## config.mk

```make
export PLATFORM = sky130hd
export DESIGN_NAME = cart_bank_mapper
export DESIGN_NICKNAME = d
export VERILOG_FILES = /design/src/rtl/cart_bank_mapper.sv
export SDC_FILE = /design/constraint.sdc
export NUM_CORES = 1
export LEC_CHECK = 0
export BUFFER_PORTS_ARGS = -buffer_cell sky130_fd_sc_hd__buf_2
export CAP_MARGIN = 10
export CELL_PAD_IN_SITES_DETAIL_PLACEMENT = 0
export CELL_PAD_IN_SITES_GLOBAL_PLACEMENT = 2
export CORE_ASPECT_RATIO = 1.4
export CORE_MARGIN = 1
export CORE_UTILIZATION = 32
export DETAILED_ROUTE_END_ITERATION = 12
export GPL_ROUTABILITY_DRIVEN = 0
export HOLD_SLACK_MARGIN = 0.15
export PLACE_DENSITY_LB_ADDON = 0.3
export SYNTH_ARGS = -nofsm -noshare
export SYNTH_HDL_FRONTEND = slang
export SYNTH_SLANG_ARGS = --single-unit
```

## constraint.sdc

```tcl
create_clock -name FastClk -period 1.75 [get_ports FastClk]
set_input_delay 0.35 -clock FastClk [delete_from_list [all_inputs] [get_ports FastClk]]
set_output_delay 0.35 -clock FastClk [all_outputs]
set_load 0.03 [all_outputs]
```

## src/rtl/cart_bank_mapper.sv

```systemverilog
// cart_bank_mapper: cartridge bank register file with shadow/active register
// pairs, an atomic shadow->active commit FSM and a one-cycle registered
// address translator producing the masked bank number and space selects.
module cart_bank_mapper #(
  parameter int NUM_ROM_WIN = 2,
  parameter int BANK_W      = 10,
  parameter int RAM_MASK_W  = 4
) (
  input  logic              FastClk,
  input  logic              nReset,
  input  logic              RegWrite,
  input  logic              RegRead,
  input  logic [7:0]        RegAddr,
  input  logic [7:0]        RegWData,
  output logic [7:0]        RegRData,
  output logic              RegAck,
  input  logic              AccValid,
  input  logic [3:0]        AddrHi,
  input  logic              BusBusy,
  output logic              OutValid,
  output logic [BANK_W-1:0] BankOut,
  output logic              SelRom,
  output logic              SelRam,
  output logic              SelBoot,
  output logic              Pending
);

  // Width of the bank bits held in the "hi" registers (bits BANK_W-1:8).
  localparam int HI_W = BANK_W - 8;

  // Register map.
  localparam logic [7:0] A_LINEAR   = 8'hC0;
  localparam logic [7:0] A_RAM_LO0  = 8'hC1;
  localparam logic [7:0] A_RAM_LO1  = 8'hD0;
  localparam logic [7:0] A_RAM_HI   = 8'hD1;
  localparam logic [7:0] A_WIN0_ALT = 8'hC2;
  localparam logic [7:0] A_WIN1_ALT = 8'hC3;
  localparam logic [7:0] A_CTRL     = 8'hCE;
  localparam logic [7:0] A_ROMM_LO  = 8'hE4;
  localparam logic [7:0] A_ROMM_HI  = 8'hE5;
  localparam logic [7:0] A_RAMM     = 8'hE6;
  localparam logic [7:0] A_APPLY    = 8'hE7;
  localparam logic [7:0] A_COMMIT   = 8'hE8;

  typedef enum logic [1:0] {
    ST_IDLE,
    ST_PENDING,
    ST_COMMIT
  } commit_state_t;

  commit_state_t state_reg, state_next;
  logic          copy_en;

  // Control register (not shadowed).
  logic shadow_en_reg, shadow_en_next;
  logic self_flash_reg, self_flash_next;

  // Shadow/active pairs for the non-window registers.
  logic [7:0]             lin_sh_reg, lin_sh_next, lin_act_reg, lin_act_next;
  logic [BANK_W-1:0]      ram_sh_reg, ram_sh_next, ram_act_reg, ram_act_next;
  logic [BANK_W-1:0]      romm_sh_reg, romm_sh_next, romm_act_reg, romm_act_next;
  logic [RAM_MASK_W-1:0]  ramm_sh_reg, ramm_sh_next, ramm_act_reg, ramm_act_next;
  logic                   apr_sh_reg, apr_sh_next, apr_act_reg, apr_act_next;
  logic [NUM_ROM_WIN-1:0] apw_sh_reg, apw_sh_next, apw_act_reg, apw_act_next;

  // Window registers live in the generate loop; these expose them.
  logic [BANK_W-1:0]      win_sh  [NUM_ROM_WIN];
  logic [BANK_W-1:0]      win_act [NUM_ROM_WIN];
  logic [NUM_ROM_WIN-1:0] win_lo_hit;
  logic [NUM_ROM_WIN-1:0] win_hi_hit;

  // With shadowing off, writes land in the active set in the same edge.
  logic direct_wr;
  assign direct_wr = !shadow_en_reg;

  logic wr_commit;
  assign wr_commit = RegWrite && (RegAddr == A_COMMIT);

  // Commit FSM state register.
  always_ff @(posedge FastClk) begin
    if (!nReset) state_reg <= ST_IDLE;
    else         state_reg <= state_next;
  end

  // Commit FSM: wait for a quiet bus cycle, then copy shadow->active once.
  always_comb begin
    state_next = state_reg;
    copy_en    = 1'b0;
    case (state_reg)
      ST_IDLE:    if (wr_commit) state_next = ST_PENDING;
      ST_PENDING: if (!BusBusy && !AccValid) state_next = ST_COMMIT;
      ST_COMMIT: begin
        copy_en    = 1'b1;
        state_next = ST_IDLE;
      end
      default:    state_next = ST_IDLE;
    endcase
  end

  assign Pending = (state_reg != ST_IDLE);

  // Per-window shadow/active bank registers and their address decode.
  genvar gi;
  generate
    for (gi = 0; gi < NUM_ROM_WIN; gi++) begin : g_win
      localparam logic [7:0] LO_ADDR = 8'(8'hD2 + 2 * gi);
      localparam logic [7:0] HI_ADDR = 8'(8'hD3 + 2 * gi);
      logic              alt_hit;
      logic [BANK_W-1:0] sh_reg, sh_next, act_reg, act_next;

      if (gi == 0) begin : g_alt0
        assign alt_hit = (RegAddr == A_WIN0_ALT);
      end else if (gi == 1) begin : g_alt1
        assign alt_hit = (RegAddr == A_WIN1_ALT);
      end else begin : g_noalt
        assign alt_hit = 1'b0;
      end

      assign win_lo_hit[gi] = (RegAddr == LO_ADDR) || alt_hit;
      assign win_hi_hit[gi] = (RegAddr == HI_ADDR);

      // Window next state: commit copy first, then direct byte writes win.
      always_comb begin
        sh_next  = sh_reg;
        act_next = copy_en ? sh_reg : act_reg;
        if (RegWrite && win_lo_hit[gi]) begin
          sh_next[7:0] = RegWData;
          if (direct_wr) act_next[7:0] = RegWData;
        end
        if (RegWrite && win_hi_hit[gi]) begin
          sh_next[BANK_W-1:8] = RegWData[HI_W-1:0];
          if (direct_wr) act_next[BANK_W-1:8] = RegWData[HI_W-1:0];
        end
      end

      // Window register storage, all-ones after reset.
      always_ff @(posedge FastClk) begin
        if (!nReset) begin
          sh_reg  <= '1;
          act_reg <= '1;
        end else begin
          sh_reg  <= sh_next;
          act_reg <= act_next;
        end
      end

      assign win_sh[gi]  = sh_reg;
      assign win_act[gi] = act_reg;
    end
  endgenerate

  // Non-window register next state: commit copy, then direct/shadow writes.
  // A write in the COMMIT cycle changes only the shadow (the copy uses the
  // pre-write shadow) unless shadowing is off, in which case it also lands.
  always_comb begin
    lin_sh_next     = lin_sh_reg;
    ram_sh_next     = ram_sh_reg;
    romm_sh_next    = romm_sh_reg;
    ramm_sh_next    = ramm_sh_reg;
    apr_sh_next     = apr_sh_reg;
    apw_sh_next     = apw_sh_reg;
    lin_act_next    = copy_en ? lin_sh_reg  : lin_act_reg;
    ram_act_next    = copy_en ? ram_sh_reg  : ram_act_reg;
    romm_act_next   = copy_en ? romm_sh_reg : romm_act_reg;
    ramm_act_next   = copy_en ? ramm_sh_reg : ramm_act_reg;
    apr_act_next    = copy_en ? apr_sh_reg  : apr_act_reg;
    apw_act_next    = copy_en ? apw_sh_reg  : apw_act_reg;
    shadow_en_next  = shadow_en_reg;
    self_flash_next = self_flash_reg;

    if (RegWrite) begin
      case (RegAddr)
        A_LINEAR: begin
          lin_sh_next = RegWData;
          if (direct_wr) lin_act_next = RegWData;
        end
        A_RAM_LO0, A_RAM_LO1: begin
          ram_sh_next[7:0] = RegWData;
          if (direct_wr) ram_act_next[7:0] = RegWData;
        end
        A_RAM_HI: begin
          ram_sh_next[BANK_W-1:8] = RegWData[HI_W-1:0];
          if (direct_wr) ram_act_next[BANK_W-1:8] = RegWData[HI_W-1:0];
        end
        A_CTRL: begin
          shadow_en_next  = RegWData[1];
          self_flash_next = RegWData[0];
        end
        A_ROMM_LO: begin
          romm_sh_next[7:0] = RegWData;
          if (direct_wr) romm_act_next[7:0] = RegWData;
        end
        A_ROMM_HI: begin
          romm_sh_next[BANK_W-1:8] = RegWData[HI_W-1:0];
          if (direct_wr) romm_act_next[BANK_W-1:8] = RegWData[HI_W-1:0];
        end
        A_RAMM: begin
          ramm_sh_next = RegWData[RAM_MASK_W-1:0];
          if (direct_wr) ramm_act_next = RegWData[RAM_MASK_W-1:0];
        end
        A_APPLY: begin
          apr_sh_next = RegWData[7];
          apw_sh_next = RegWData[NUM_ROM_WIN-1:0];
          if (direct_wr) begin
            apr_act_next = RegWData[7];
            apw_act_next = RegWData[NUM_ROM_WIN-1:0];
          end
        end
        default: ;
      endcase
    end
  end

  // Non-window register storage; banks and masks reset to all-ones.
  always_ff @(posedge FastClk) begin
    if (!nReset) begin
      lin_sh_reg     <= '1;
      lin_act_reg    <= '1;
      ram_sh_reg     <= '1;
      ram_act_reg    <= '1;
      romm_sh_reg    <= '1;
      romm_act_reg   <= '1;
      ramm_sh_reg    <= '1;
      ramm_act_reg   <= '1;
      apr_sh_reg     <= 1'b1;
      apr_act_reg    <= 1'b1;
      apw_sh_reg     <= '1;
      apw_act_reg    <= '1;
      shadow_en_reg  <= 1'b0;
      self_flash_reg <= 1'b0;
    end else begin
      lin_sh_reg     <= lin_sh_next;
      lin_act_reg    <= lin_act_next;
      ram_sh_reg     <= ram_sh_next;
      ram_act_reg    <= ram_act_next;
      romm_sh_reg    <= romm_sh_next;
      romm_act_reg   <= romm_act_next;
      ramm_sh_reg    <= ramm_sh_next;
      ramm_act_reg   <= ramm_act_next;
      apr_sh_reg     <= apr_sh_next;
      apr_act_reg    <= apr_act_next;
      apw_sh_reg     <= apw_sh_next;
      apw_act_reg    <= apw_act_next;
      shadow_en_reg  <= shadow_en_next;
      self_flash_reg <= self_flash_next;
    end
  end

  // Linear bits above the bank width have no effect on translation.
  logic unused_lin_hi;
  assign unused_lin_hi = ^(lin_act_reg >> (BANK_W - 4));

  // Translation uses the active set as it stands before this edge.
  logic [BANK_W-1:0] xl_bank;
  logic              xl_rom, xl_ram, xl_boot;

  // Address translation: pick space, bank source and mask for AddrHi.
  always_comb begin
    xl_bank = '0;
    xl_rom  = 1'b0;
    xl_ram  = 1'b0;
    if (AddrHi == 4'd0) begin
      xl_bank = '0;
    end else if (AddrHi == 4'd1) begin
      xl_bank = ram_act_reg;
      if (apr_act_reg)
        xl_bank[RAM_MASK_W-1:0] = ram_act_reg[RAM_MASK_W-1:0] & ramm_act_reg;
      xl_rom = self_flash_reg;
      xl_ram = !self_flash_reg;
    end else if (int'(AddrHi) <= NUM_ROM_WIN + 1) begin
      for (int i = 0; i < NUM_ROM_WIN; i++) begin
        if (int'(AddrHi) == i + 2)
          xl_bank = win_act[i] & (apw_act_reg[i] ? romm_act_reg : {BANK_W{1'b1}});
      end
      xl_rom = 1'b1;
    end else begin
      xl_bank = {lin_act_reg[BANK_W-5:0], AddrHi} & romm_act_reg;
      xl_rom  = 1'b1;
    end
    xl_boot = xl_rom && (xl_bank == {BANK_W{1'b1}});
  end

  // Translation output register; idle cycles drive clean zeros.
  always_ff @(posedge FastClk) begin
    if (!nReset) begin
      OutValid <= 1'b0;
      BankOut  <= '0;
      SelRom   <= 1'b0;
      SelRam   <= 1'b0;
      SelBoot  <= 1'b0;
    end else begin
      OutValid <= AccValid;
      BankOut  <= AccValid ? xl_bank : '0;
      SelRom   <= AccValid && xl_rom;
      SelRam   <= AccValid && xl_ram;
      SelBoot  <= AccValid && xl_boot;
    end
  end

  // Register read mux; reads always see the shadow copy.
  logic [7:0] rd_data;
  logic       rd_hit;

  // Read decode: fixed registers by case, windows by the decode vectors.
  always_comb begin
    rd_data = '0;
    rd_hit  = 1'b1;
    case (RegAddr)
      A_LINEAR:             rd_data = lin_sh_reg;
      A_RAM_LO0, A_RAM_LO1: rd_data = ram_sh_reg[7:0];
      A_RAM_HI:             rd_data = 8'(ram_sh_reg[BANK_W-1:8]);
      A_CTRL:               rd_data = {6'b0, shadow_en_reg, self_flash_reg};
      A_ROMM_LO:            rd_data = romm_sh_reg[7:0];
      A_ROMM_HI:            rd_data = 8'(romm_sh_reg[BANK_W-1:8]);
      A_RAMM:               rd_data = 8'(ramm_sh_reg);
      A_APPLY: begin
        rd_data[7]               = apr_sh_reg;
        rd_data[NUM_ROM_WIN-1:0] = apw_sh_reg;
      end
      A_COMMIT:             rd_data = {7'b0, Pending};
      default:              rd_hit  = 1'b0;
    endcase
    for (int i = 0; i < NUM_ROM_WIN; i++) begin
      if (win_lo_hit[i]) begin
        rd_hit  = 1'b1;
        rd_data = win_sh[i][7:0];
      end
      if (win_hi_hit[i]) begin
        rd_hit  = 1'b1;
        rd_data = 8'(win_sh[i][BANK_W-1:8]);
      end
    end
  end

  // Read response register: acknowledge only mapped addresses.
  always_ff @(posedge FastClk) begin
    if (!nReset) begin
      RegAck   <= 1'b0;
      RegRData <= '0;
    end else begin
      RegAck   <= RegRead && rd_hit;
      RegRData <= (RegRead && rd_hit) ? rd_data : 8'h00;
    end
  end

endmodule

```

After elaboration in Yosys (flattened, before gate mapping). Index checks and enable logic that the tools add are counted.

Output and inout port bits: 24. Register bits after elaboration: 137. Bits of input ports: 26. Logic and storage cells: 161.

Bitwise gates (word level): 6. Reduce and logical (&&, ||, !) cells: 33. $lt $le $gt $ge: 1. Multiplexer cells: 66. Eq/ne operators: 24.

Operators with widths (count): $mux 10 (13); $eq 8x8->1 const B (16); $mux 8 (15); $and 10x10->10 (3); $mux 2 (15); $reduce_and 2->1 (11); $mux 4 (5); $pmux 5 s4 (1); $pmux 2 s9 (1); $mux 1 (14); $logic_and 1x1->1 (11); $eq 10x10->1 const B (1); $reduce_or 10->1 (1); $eq 4x3->1 const B (2); $and 4x4->4 (1); $eq 4x1->1 const B (1); $le 4x2->1 const B (1); $logic_not 4->1 (1); $ne 2x2->1 const B (2); $pmux 1 s4 (1); $pmux 2 s2 (1); $logic_not 1->1 (3); $reduce_or 3->1 (1); $eq 2x1->1 const B (1); 6 further kinds (8).

Logic depth before layout (Yosys ltp).
Depth after elaboration: 10. Mapped depth: 10.

Worst setup path before layout. No wires, ideal clock.

Path kind: input-to-reg. Start: input RegAddr[4]. End: register apw_act_reg[0]. Arrival time: 1.792 ns. Path slack: -0.172 ns. Path buffers: 3. Cell stages on the path: 9. Data required time: 1.621 ns. Cells stage by stage: buf_2 -> and4b_1 -> buf_2 -> and2_1 -> buf_2 -> nand4_2 -> or2_1 -> o21ai_0 -> nand2_1.

Longest elaborated chain between the ends: 3.

Ends and longest elaborated chain: start: declaration (line 13) `input logic [7:0] RegAddr,`; $eq 8x8->1 (line 172) `case (RegAddr)`; $mux 2 (line 172); $mux 2 (line 171) `if (RegWrite) begin`; end signal: assignment (line 243) `apw_act_reg <= apw_act_next;`; end: declaration (line 64) `logic [NUM_ROM_WIN-1:0] apw_sh_reg, apw_sh_next, apw_act_reg, apw_act_next;`.

No other way between the ends. A chain may end at the register's enable or synchronous reset.

Worst setup path in the final report.
Start: register state_reg[0]. End: output Pending.

Longest elaborated chain between the ends: 1.

Ends and longest elaborated chain: start: declaration (line 51) `commit_state_t state_reg, state_next;`; start signal: assignment (line 82) `else state_reg <= state_next;`; $reduce_bool 2->1 (line 100) `assign Pending = (state_reg != ST_IDLE);`; end: declaration (line 25) `output logic Pending`.

No other way between the ends.

==> impl_metrics.toml <==
[run_status]
outcome = "finished clean"

[yosys]
synth-edff-count = 0
ys_ff_latch = 135
seq_area_frac_synth_pct = 42.0
yosys_top_cell_area_share_pct = 42.0
post_synth_instance_area_mm2 = 0.00643
syn_inst = 848
yosysTopAreaCell = "sky130_fd_sc_hd__dfxtp_1"
synthTopCellsByArea = "sky130_fd_sc_hd__dfxtp_1 (42%), sky130_fd_sc_hd__nand2_1 (12%), sky130_fd_sc_hd__mux2i_1 (6.4%)"
postSynth.topFlopCell = "sky130_fd_sc_hd__dfxtp_1"
mean_post_synth_cell_area_um2 = 7.58
synthDistinctLibCells = 58
async_reset_ff_share_pct = 0
syn_nets = 874
yosys_warnings = 0

[route]
drc = 0
drt.antenna.violating_nets = 0
viasPerCell = 5.21
vias = 6308
route.final.wire_length_mm = 21.9
drt-wirelength-per-cell_um = 18.1
drt_initial_violations = 549
drt_pass1_iterations = 5

[clock_tree]
worst_skew_pair.late_latency_ns = 0.43
cts_tree = "yes"
cts.htree.levels = 4
cts.clk_slew.worst_paths_ns = 0.06
cts_buffers = 17
cts.sinks = 135
cts_setup_buffers = 0
cts_buffer_depth = 2
cts-root-buf = "sky130_fd_sc_hd__clkbuf_16"

[die]
chipWidth_um = 122
die-height_um = 170
num_rows = 61
num_io_pins = 50
placeable_core_region_mm2 = 0.0198
die-area_mm2 = 0.0207
initial_core_util_pct = 32.5

[power]
power_frac_seq_pct = 42.7
pwr_density_cell_mw_per_mm2 = 889
p_int_mw = 5.44
switching_power_mw = 1.84
comb_power_share_pct = 7.4
p_leak_nw = 3.66
power_frac_clock_pct = 49.9
switching_share_pct = 25.3
power.ir.vdd_worst_v = 0.000637

[global_routing]
grt-ovfl-total = 0
grt_pass1_wl_mm = 34.3
grt_pass1_vias = 6021
grt.met3_usage_pct = 3.46
grtUsageMet1_pct = 29.6
grt_max_degree = 96
track_usage_pct = 22.0
grt_antenna_before_repair = 0
grt.busiest_layer = "met2"
globalRouteMet2Util_pct = 35.6

[worst_hold_path]
class_of_the_tightest_hold_or_removal_check = "in2reg"

[timing]
final_critical_path_setup_slack_ns = 0.133
grt_setup_unrepaired = "no"
fin_hold_viols = 0
setup_violations = 0
max_slew_margin_pct = 67.1
fmaxAchievable_mhz = 618
worst_pin_slew_ns = 0.494
min_period_ns = 1.62
timing_max_transition_violations_final = 0
finClkSkew_ns = 0.00776
layout_worst_path_cycle_share_pct = 92.4

[worst_setup_path]
critical_path.max_fanout = 6
timing_worst_setup_path_type = "reg2out"
end_kind = "output port"
cp_data_arrival_time_ns = 1.27
worstPathRequired_ns = 1.40
worst_setup_path_start_kind = "register"

[placement]
place_ws_ns = -0.182
placedInstanceArea_mm2 = 0.00754
dp_hpwl_mm = 16.1
portBuffers = 49

[flow_run]
cap_violations = 0

[final_layout]
num-nets-final = 972
area_growth_pct = 27.3
final_util_pct = 41.4
drive_gt1_share_pct = 20.8
final_design_area_no_fill_mm2 = 0.00818
antenna-diode-count = 0
cell type report:
cell class / count / area (um^2)
fill: 2030 / 11600
multi-input combinational: 640 / 3510
clock buffer: 17 / 425
timing repair buffer: 145 / 1040
sequential: 135 / 2710
clock inverter: 15 / 166
tap: 252 / 315
inverter: 7 / 26.3
worst max-delay path, stage by stage (launching register included):
cell and delay, ns:
sky130_fd_sc_hd__dfxtp_1 0.36, sky130_fd_sc_hd__or2_2 0.30, sky130_fd_sc_hd__buf_2 0.18
power groups by stage:
stage          Sequential, mW  Clock, mW  Combinational [mW]
4_1_cts                  3.10       3.69               0.529
2_1_floorplan            3.20          0               0.253
5_1_grt                  3.10       3.83               0.582
3_5_place_dp             3.17          0               0.524
3_3_place_gp             3.17          0               0.523
6_report                 3.10       3.63               0.538
final timing paths:
path                                     end  cells after the start                        from  slack [ns]
setup / recovery                     Pending                      2   state_reg[0]$_SDFFE_PN0P_        0.13
hold / removal     state_reg[0]$_SDFFE_PN0P_                      3                    AccValid        0.27
setup reg to reg          SelBoot$_SDFF_PN0_                      7  romm_act_reg[3]$_SDFF_PN1_        0.14
hold reg to reg   lin_sh_reg[6]$_SDFFE_PN1P_                      2  lin_sh_reg[6]$_SDFFE_PN1P_        0.49
cell usage after synthesis (12+ instances only):
| master | n |
|---|---|
| sky130_fd_sc_hd__nand2_1 | 209 |
| sky130_fd_sc_hd__a22oi_1 | 12 |
| sky130_fd_sc_hd__nor2_1 | 66 |
| sky130_fd_sc_hd__a21oi_1 | 15 |
| sky130_fd_sc_hd__and3_1 | 12 |
| sky130_fd_sc_hd__dfxtp_1 | 135 |
| sky130_fd_sc_hd__mux2i_1 | 41 |
| sky130_fd_sc_hd__buf_2 | 15 |
| sky130_fd_sc_hd__clkbuf_1 | 46 |
| sky130_fd_sc_hd__o21ai_0 | 75 |
| sky130_fd_sc_hd__a31oi_1 | 17 |
| sky130_fd_sc_hd__nand3_1 | 78 |
| sky130_fd_sc_hd__nor2b_1 | 15 |
what timing repair did:
action / CTS / global route
setup endpoints to repair: 1 / 1
hold buffers: 2 / 0
pin swaps: 0 / 2
resized for setup: 2 / 6
endpoints found under the hold margin: 1 / 0
routing by layer:
metal	vias to the layer above	share of wire, %
met4	0	1.9
met1	2985	46
met2	164	48
li1	3130	-
met5	-	0
met3	29	4.2
through the flow:
step / cells / setup TNS (ns) / total power [mW] / hold WS (ns)
after floorplan: 848 / -0.643 / 3.46 / 0.427
after global placement: 1177 / -6.87 / 3.69 / 0.467
after detailed placement: 1177 / -7.80 / 3.70 / 0.474
after CTS: 1211 / 0 / 7.32 / 0.260
after global routing: 1211 / 0 / 7.52 / 0.303
final: 1211 / 0 / 7.27 / 0.270
layout by cell type (no fill, tap or decap), drive strengths merged, types with 3 or more instances in the layout:
| cell | count |
|---|---|
| nand2 | 209 |
| buf | 143 |
| dfxtp | 135 |
| o21ai | 83 |
| nand3 | 78 |
| nor2 | 66 |
| mux2i | 41 |
| a31oi | 17 |
| clkbuf | 17 |
| a21oi | 16 |
| nor2b | 15 |
| inv | 13 |
| and3 | 12 |
| a22oi | 12 |
| nand4 | 11 |
| nand2b | 8 |
| nand3b | 6 |
| or2 | 6 |
| nor3 | 5 |
| o22ai | 5 |
| o211ai | 5 |
| and2 | 5 |
| clkinv | 5 |
| nor4b | 4 |
| o221ai | 3 |
| nor3b | 3 |
| nor4 | 3 |
kinds of logic after synthesis:
logic type	synth area share, %
flops	42.0
xor+xnor	0.136
buf+inv	4.59
mux	6.56
compound gates	14.6
simple gates	32.1
Power figures use the tool's default switching activity.
